===== config.mk =====
export PLATFORM = sky130hd
export DESIGN_NAME = text_mem_ctrl
export DESIGN_NICKNAME = d
export VERILOG_FILES = /design/src/rtl/text_mem_ctrl.sv
export SDC_FILE = /design/constraint.sdc
export NUM_CORES = 1
export LEC_CHECK = 0
export ABC_AREA = 1
export BUFFER_PORTS_ARGS = -buffer_cell sky130_fd_sc_hd__buf_4
export CORE_AREA = 8 8 81 83
export CTS_BUF_LIST = sky130_fd_sc_hd__clkbuf_16
export DETAILED_ROUTE_END_ITERATION = 16
export DIE_AREA = 0 0 89 91
export PLACE_DENSITY = 0.81
export SYNTH_ARGS = -nofsm -noshare
export SYNTH_HDL_FRONTEND = slang
export SYNTH_SLANG_ARGS = --single-unit

===== constraint.sdc =====
create_clock -name clk -period 4.46 [get_ports clk]
set_clock_uncertainty 0.15 [all_clocks]
set_input_delay 0.669 -clock clk [delete_from_list [all_inputs] [get_ports clk]]
set_output_delay 0.669 -clock clk [all_outputs]
set_load 0.005 [all_outputs]

===== src/rtl/text_mem_ctrl.sv =====
// text_mem_ctrl: cursor-driven character writer plus display scan-out reader
// sharing one port of the COLS x ROWS character memory; decodes CR/LF/BS/FF.
// Latency: writes land in the accepting cycle; reads return data 1 cycle later.
// Backpressure: rd_req always wins the port (ch_ready=0); no characters accepted during a clear sweep.
//
// Ports:
//   clk, clr_n                      clock, async active-low reset
//   ch_valid/ch_data/ch_ready       character stream from the input decoder
//   rd_req/rd_row/rd_col            display read request (no ready)
//   rd_valid/rd_data                registered read response
//   mem_row/mem_col/mem_wdata/mem_we/mem_rdata   memory port (rdata combinational)
//   cur_row/cur_col                 current cursor
//   busy                            clear sweep in progress
//
// Optional: define TEXT_MEM_CTRL_BOOTCLR_EN to come out of reset in the clear
// sweep, so the screen is blanked before the first character is accepted.

module text_mem_ctrl #(
    parameter int COLS = 80,
    parameter int ROWS = 48,
    parameter int DW   = 8
) (
    input  logic          clk,
    input  logic          clr_n,
    input  logic          ch_valid,
    input  logic [DW-1:0] ch_data,
    output logic          ch_ready,
    input  logic          rd_req,
    input  logic [5:0]    rd_row,
    input  logic [6:0]    rd_col,
    output logic          rd_valid,
    output logic [DW-1:0] rd_data,
    output logic [5:0]    mem_row,
    output logic [6:0]    mem_col,
    output logic [DW-1:0] mem_wdata,
    output logic          mem_we,
    input  logic [DW-1:0] mem_rdata,
    output logic [5:0]    cur_row,
    output logic [6:0]    cur_col,
    output logic          busy
);

    typedef enum logic [0:0] {ST_IDLE, ST_CLEAR} state_t;

`ifdef TEXT_MEM_CTRL_BOOTCLR_EN
    localparam state_t RST_STATE = ST_CLEAR;
`else
    localparam state_t RST_STATE = ST_IDLE;
`endif

    localparam logic [DW-1:0] C_CR    = DW'(8'h0D);
    localparam logic [DW-1:0] C_LF    = DW'(8'h0A);
    localparam logic [DW-1:0] C_BS    = DW'(8'h08);
    localparam logic [DW-1:0] C_FF    = DW'(8'h0C);
    localparam logic [DW-1:0] C_SPACE = DW'(8'h20);
    localparam logic [5:0]    LAST_ROW = 6'(ROWS - 1);
    localparam logic [6:0]    LAST_COL = 7'(COLS - 1);

    state_t        r_state, w_state_nxt;
    logic [5:0]    r_cur_row, w_cur_row_nxt;
    logic [6:0]    r_cur_col, w_cur_col_nxt;
    logic [5:0]    r_sw_row, w_sw_row_nxt;
    logic [6:0]    r_sw_col, w_sw_col_nxt;
    logic          r_rd_valid;
    logic [DW-1:0] r_rd_data;

    // Row advance wraps to the top; there is no scrolling.
    function automatic logic [5:0] f_row_inc(input logic [5:0] row);
        return (row == LAST_ROW) ? 6'd0 : row + 6'd1;
    endfunction

    always_ff @(posedge clk or negedge clr_n) begin
        if (!clr_n) begin
            r_state    <= RST_STATE;
            r_cur_row  <= '0;
            r_cur_col  <= '0;
            r_sw_row   <= '0;
            r_sw_col   <= '0;
            r_rd_valid <= 1'b0;
            r_rd_data  <= '0;
        end else begin
            r_state    <= w_state_nxt;
            r_cur_row  <= w_cur_row_nxt;
            r_cur_col  <= w_cur_col_nxt;
            r_sw_row   <= w_sw_row_nxt;
            r_sw_col   <= w_sw_col_nxt;
            r_rd_valid <= rd_req;
            if (rd_req)
                r_rd_data <= mem_rdata;
        end
    end

    always_comb begin
        w_state_nxt   = r_state;
        w_cur_row_nxt = r_cur_row;
        w_cur_col_nxt = r_cur_col;
        w_sw_row_nxt  = r_sw_row;
        w_sw_col_nxt  = r_sw_col;
        mem_row       = '0;
        mem_col       = '0;
        mem_wdata     = '0;
        mem_we        = 1'b0;
        // Port outputs are held idle while reset is asserted, since the
        // requester inputs are not qualified by reset on their own.
        if (clr_n) begin
            if (rd_req) begin
                mem_row = rd_row;
                mem_col = rd_col;
            end else if (r_state == ST_CLEAR) begin
                mem_we    = 1'b1;
                mem_row   = r_sw_row;
                mem_col   = r_sw_col;
                mem_wdata = C_SPACE;
                if (r_sw_col == LAST_COL) begin
                    w_sw_col_nxt = '0;
                    if (r_sw_row == LAST_ROW) begin
                        w_sw_row_nxt  = '0;
                        w_state_nxt   = ST_IDLE;
                        w_cur_row_nxt = '0;
                        w_cur_col_nxt = '0;
                    end else begin
                        w_sw_row_nxt = r_sw_row + 6'd1;
                    end
                end else begin
                    w_sw_col_nxt = r_sw_col + 7'd1;
                end
            end else if (ch_valid) begin
                case (ch_data)
                    C_CR: w_cur_col_nxt = '0;
                    C_LF: begin
                        w_cur_col_nxt = '0;
                        w_cur_row_nxt = f_row_inc(r_cur_row);
                    end
                    C_BS: begin
                        if (r_cur_col != 7'd0) begin
                            mem_we        = 1'b1;
                            mem_row       = r_cur_row;
                            mem_col       = r_cur_col - 7'd1;
                            mem_wdata     = C_SPACE;
                            w_cur_col_nxt = r_cur_col - 7'd1;
                        end
                    end
                    C_FF: begin
                        w_state_nxt  = ST_CLEAR;
                        w_sw_row_nxt = '0;
                        w_sw_col_nxt = '0;
                    end
                    default: begin
                        mem_we    = 1'b1;
                        mem_row   = r_cur_row;
                        mem_col   = r_cur_col;
                        mem_wdata = ch_data;
                        if (r_cur_col == LAST_COL) begin
                            w_cur_col_nxt = '0;
                            w_cur_row_nxt = f_row_inc(r_cur_row);
                        end else begin
                            w_cur_col_nxt = r_cur_col + 7'd1;
                        end
                    end
                endcase
            end
        end
    end

    assign ch_ready = clr_n & (r_state == ST_IDLE) & ~rd_req;
    assign busy     = (r_state == ST_CLEAR);
    assign rd_valid = r_rd_valid;
    assign rd_data  = r_rd_data;
    assign cur_row  = r_cur_row;
    assign cur_col  = r_cur_col;

endmodule


## After elaboration in Yosys (flattened, before gate mapping)

Cells that the tools add are included.
W data, S select, Z words.

| storage, ports and cells | value |
|---|---|
| memories kept | 0 |
| ROM bits | 0 |
| logic and storage cells | 93 |
| bits in latches | 0 |
| output and inout port bits | 46 |
| register bits | 36 |
| memory bits (writable) | 0 |
| input bits | 33 |

| cells by class | value |
|---|---|
| order comparisons | 0 |
| bitwise gates (word level) | 4 |
| multiplexer cells | 52 |
| shifts and indexed selects | 0 |
| multiply operators | 0 |
| reduce and logical (&&, ||, !) cells | 12 |
| equal/unequal tests | 13 |
| divide/modulo/power cells | 0 |
| $add $sub $neg | 5 |

Operators by type and width:

| kind | number |
|---|---|
| $mux W7 | 15 |
| $mux W6 | 17 |
| $eq A8 B4 Y1 const B | 4 |
| $mux W8 | 4 |
| $pmux W6 S2 | 2 |
| $pmux W7 S3 | 1 |
| $pmux W8 S2 | 1 |
| $add A7 B1 Y7 const B | 2 |
| $eq A7 B7 Y1 const B | 2 |
| $pmux W7 S2 | 1 |
| $reduce_and A7 Y1 | 2 |
| $add A6 B1 Y6 const B | 2 |
| $eq A6 B6 Y1 const B | 2 |
| $mux W1 | 10 |
| $reduce_bool A7 Y1 | 1 |
| $sub A7 B1 Y7 const B | 1 |
| $ne A2 B1 Y1 const B | 3 |
| $reduce_or A3 Y1 | 2 |
| $reduce_and A5 Y1 | 1 |
| $reduce_and A4 Y1 | 1 |
| $reduce_bool A2 Y1 | 2 |
| $ne A3 B3 Y1 const B | 1 |
| $reduce_bool A3 Y1 | 1 |
| $and A1 B1 Y1 | 2 |
| 5 further kinds | 6 |

## Longest topological paths before layout

| depth | value |
|---|---|
| depth after elaboration | 7 |
| depth in mapped cells | 10 |
| mapped depth without buffers | 10 |

## Worst setup path before layout

Ideal clock, no wire load.

| path | value |
|---|---|
| path kind | input-to-output |
| from | input port ch_data[7] |
| to | output port mem_col[5] |
| buffers on the path | 0 |
| path slack | 2.053 ns |
| stages | 9 |
| arrival | 1.588 ns |
| data required time | 3.641 ns |
| cells stage by stage | nor2_2 nand2_4 inv_2 nand2_1 nor2_2 nand2_1 nand2_1 nand3_1 a21oi_1 |

| between the ends | value |
|---|---|
| longest elaborated chain between the ends | 7 |
| elaborated cells on any way between the ends | 10 |
| classes of those cells | eq/ne (4); mux (5); reduce/logical (1) |

Ends and longest elaborated chain:

| element | RTL line | RTL |
|---|---|---|
| from (decl) | 26 | `input logic [DW-1:0] ch_data,` |
| $eq A8 B4 Y1 | 128 | `case (ch_data)` |
| $reduce_or A3 Y1 (no line) | - |  |
| $pmux W7 S2 (*) | 128 |  |
| $mux W7 (*) | 127 | `end else if (ch_valid) begin` |
| $mux W7 (*) | 109 | `end else if (r_state == ST_CLEAR) begin` |
| $mux W7 (*) | 106 | `if (rd_req) begin` |
| $mux W7 (*) | 105 | `if (clr_n) begin` |
| to (decl) | 34 | `output logic [6:0] mem_col,` |

Mark *: on every way between the ends. The rest lies on a longest branch, timed or not.

## Worst setup path after layout

| path | value |
|---|---|
| from | register r_cur_col[0] (netlist: cur_col[0]) |
| to | output port mem_col[6] |

| between the ends | value |
|---|---|
| longest elaborated chain between the ends | 7 |
| elaborated cells on any way between the ends | 8 |
| classes of those cells | add/sub (1); mux (6); reduce/logical (1) |

Ends and longest elaborated chain:

| element | RTL line | RTL |
|---|---|---|
| from (decl) | 61 | `logic [6:0] r_cur_col, w_cur_col_nxt;` |
| from (signal assigned) | 84 | `r_cur_col <= w_cur_col_nxt;` |
| $sub A7 B1 Y7 or $reduce_bool A7 Y1 (tied branches) | 138, 135 |  |
| $mux W7 (*) | 135 | `if (r_cur_col != 7'd0) begin` |
| $pmux W7 S2 (*) | 128 |  |
| $mux W7 (*) | 127 |  |
| $mux W7 (*) | 109 |  |
| $mux W7 (*) | 106 |  |
| $mux W7 (*) | 105 |  |

Marked as above.

==> impl_metrics.csv <==
group,metric,value,unit
status,outcome,"completed",
grt,grt_pass1_vias,3059,
pwr,p_leak,1.92,nW
placement,numPortBuffers,78,
pwr,p_total,1.40,mW
route,wl_per_cell,14.8,µm
route,routed_via_density,5.48,
grt,gr-usage-met1,27.6,%
placement,hpwlAfterDp,6.68,mm
pwr,peakVddDrop,0.241,mV
cts,cts_made_buffers,5,
floorplanning,dieArea,8100,µm²
sta,tns,0,ps
synth,synth_seq_cells,36,
min_path,hp-class,"reg -> reg",
floorplanning,pin_count,79,
synth,yosysWarnings,0,
setup_path,startpoint_type,"flop",
sta,rsz0062_at_grt,"no",
placement,gp_congestion,0.984,
cells_and_area,diodes,0,
floorplanning,fp.dieW,89,µm
cells_and_area,drive_gt1_share,26.2,%
pwr,powerDensity,373,nW/µm²
sta,fmax,0.327,GHz
setup_path,crit_type,"reg -> out",
setup_path,crit_path_start,"cur_col[0]",
setup_path,rr_startpoint,"cur_col[0]",
cells_and_area,nNetsFinal,553,
synth,ys_seq_area_share,30.5,%
route,drcViolationCount,0,
floorplanning,initial_core_util,55.3,%
job,cap_violations,0,
sta,tightestPinTransition,564,ps
cells_and_area,syn_to_final_growth,27.1,%
route,wirelength,8.67,mm
synth,postSynthAreaPerCell,6.74,µm²
setup_path,worstSetupEndpointType,"output pin",
synth,yosysTopAreaCellShare,30.5,%
cts,cts-root-buf,"clkbuf_16",
grt,grt_max_degree,51,
floorplanning,rows,27,
sta,min_period_over_period,68.5,%
cts,cts_tree,"yes",
synth,syn-num-nets,477,
sta,final-hold-violation-count,0,
cts,cts_hold_buf,0,
sta,min_period,3060,ps
cts,postCtsResizedCells,0,
cts,path_clk_slew,60,ps
route,dr_total_vias,3217,
setup_path,worstPathArrival,2240,ps
cts,clock-sinks,36,
grt,busiest_layer,"met2",
sta,whs,323,ps
setup_path,cp_max_fo,7,
floorplanning,fp.coreArea,5340,µm²
setup_path,reg2reg_to,"cur_row[1]",
route,ant_nets,0,
setup_path,worstPathRequired,3640,ps
cts,post_cts_buffers,0,
setup_path,crit_path_end,"mem_col[6]",
synth,synth_area,2950,µm²
grt,grt_use_met2,37.0,%
floorplanning,die_h,91,µm
cts,htree_num_levels,2,
grt,grtUsageTotal,22.0,%
sta,setup_viol,0,
synth,synthTopCellsByArea,"dfrtp_1 (31%), nand2_1 (17%), nand3_1 (6.4%), a21oi_1 (5.1%), o21ai_0 (5.1%)",
synth,synth_cells,438,
route,drt_iter0_drc,168,
grt,grt.overflow.total,0,
synth,synth_top_area_cell,"dfrtp_1",
cts,clockBufferDepth,2,
grt,antenna_found_initial,0,
sta,final_max_slew_viol_count,0,
setup_path,reg2regPathDepth,8,
cts,clk-insertion-delay-late,280,ps
route,firstDrtPassIters,5,
grt,grt_pass1_wl,14.6,mm
min_path,holdCritStartpoint,"rd_data[3]",
synth,synth_cell_types,39,
sta,relSlewSlack,62.4,%
grt,use_met3,4.86,%
setup_path,ff2ff_setup_slack,2500,ps
## cells in the mapped netlist
cell type / n
buf_6: 3
nor3b_1: 2
nand2_1: 132
nand2_2: 6
nor2_8: 4
xnor2_1: 1
o22ai_1: 1
nand4_1: 7
or2_2: 1
and2_1: 1
o21a_1: 2
nand3_1: 38
or2_0: 1
nand3_2: 1
nor4_1: 2
nor2_2: 13
xor2_1: 4
dfrtp_1: 36
o21ai_1: 2
ha_1: 6
a21oi_2: 1
nor3_1: 9
nand3b_1: 1
nand3_4: 1
o21ai_0: 30
o31ai_1: 1
nand2_4: 4
inv_4: 1
a21oi_1: 30
clkbuf_1: 7
buf_2: 2
inv_2: 5
nor2_1: 32
nor2_4: 2
o21ai_2: 5
a22oi_1: 1
o21ai_4: 2
a21o_1: 2
inv_1: 39
## critical path, stage by stage (launching register included)
cell and delay [ps]:
dfrtp_1 480, inv_1 200, ha_1 230, nand2_1 70
nor2_2 70, nand2_1 70, nand3_1 120, nor2_2 260
nand2_1 110, a21oi_1 200, buf_4 150
## metrics by stage
stage,instances,setup WS (ps),cell area (µm²),utilization [%]
finish,587,1400,3750,70.3
global route,587,1250,3750,70.3
CTS,587,1420,3750,70.3
detailed placement,579,1510,3580,67.0
global placement,579,1580,3580,67.0
floorplan,438,2050,2950,-
## layout by cell type (no fill, tap or decap), types with 6 or more instances in the layout
cell / n
nand2_1: 132
buf_4: 81
inv_1: 39
nand3_1: 38
dfrtp_1: 36
nor2_1: 32
a21oi_1: 30
o21ai_0: 30
nor2_2: 13
nor3_1: 9
nand4_1: 7
nand2_2: 6
ha_1: 6
## metal layers
| metal | vias to the layer above | share of wire (%) |
|---|---|---|
| met5 | - | 0 |
| met4 | 0 | 1.9 |
| met3 | 19 | 6.6 |
| met2 | 117 | 50 |
| met1 | 1495 | 42 |
| li1 | 1586 | - |
## power breakdown
part | switching, mW | internal, mW | total (mW)
Clock | 0.142 | 0.266 | 0.408
Sequential | 0.101 | 0.389 | 0.490
Combinational | 0.290 | 0.211 | 0.502
Total | 0.533 | 0.866 | 1.40
## registers in the layout (all words and copies together), names as in the netlist
name and cells:
rd_data 8, cur_col 7, r_sw_col 7, cur_row 6, r_sw_row 6, busy 1, rd_valid 1
## cell type report
type,count,area (µm²)
inverters,45,171
clock inverters,3,46.3
clock buffers,5,125
flip-flops and latches,36,901
multi-input cells,345,1810
repair buffers,81,608
fillers,490,1590
well taps,72,90.1
## how the worst min path moves through the flow
stage,endpoint,cells past startpoint
6_report,rd_data[3],2
4_1_cts,rd_data[3],2
3_3_place_gp,rd_data[3],2
2_1_floorplan,busy,0
3_5_place_dp,rd_data[3],2
5_1_grt,rd_data[3],2
## cells by family after synthesis
kind of cell | count (synthesis) | synth area share [%]
XOR/XNOR | 5 | 1.48
adder cells (fa/ha/maj) | 6 | 2.54
flip-flops | 36 | 30.5
AND/OR/NAND/NOR | 257 | 42.1
AO/OA/AOI/OAI | 77 | 15.1
buffers and inverters | 57 | 8.19
Power figures use the tool's default switching activity.
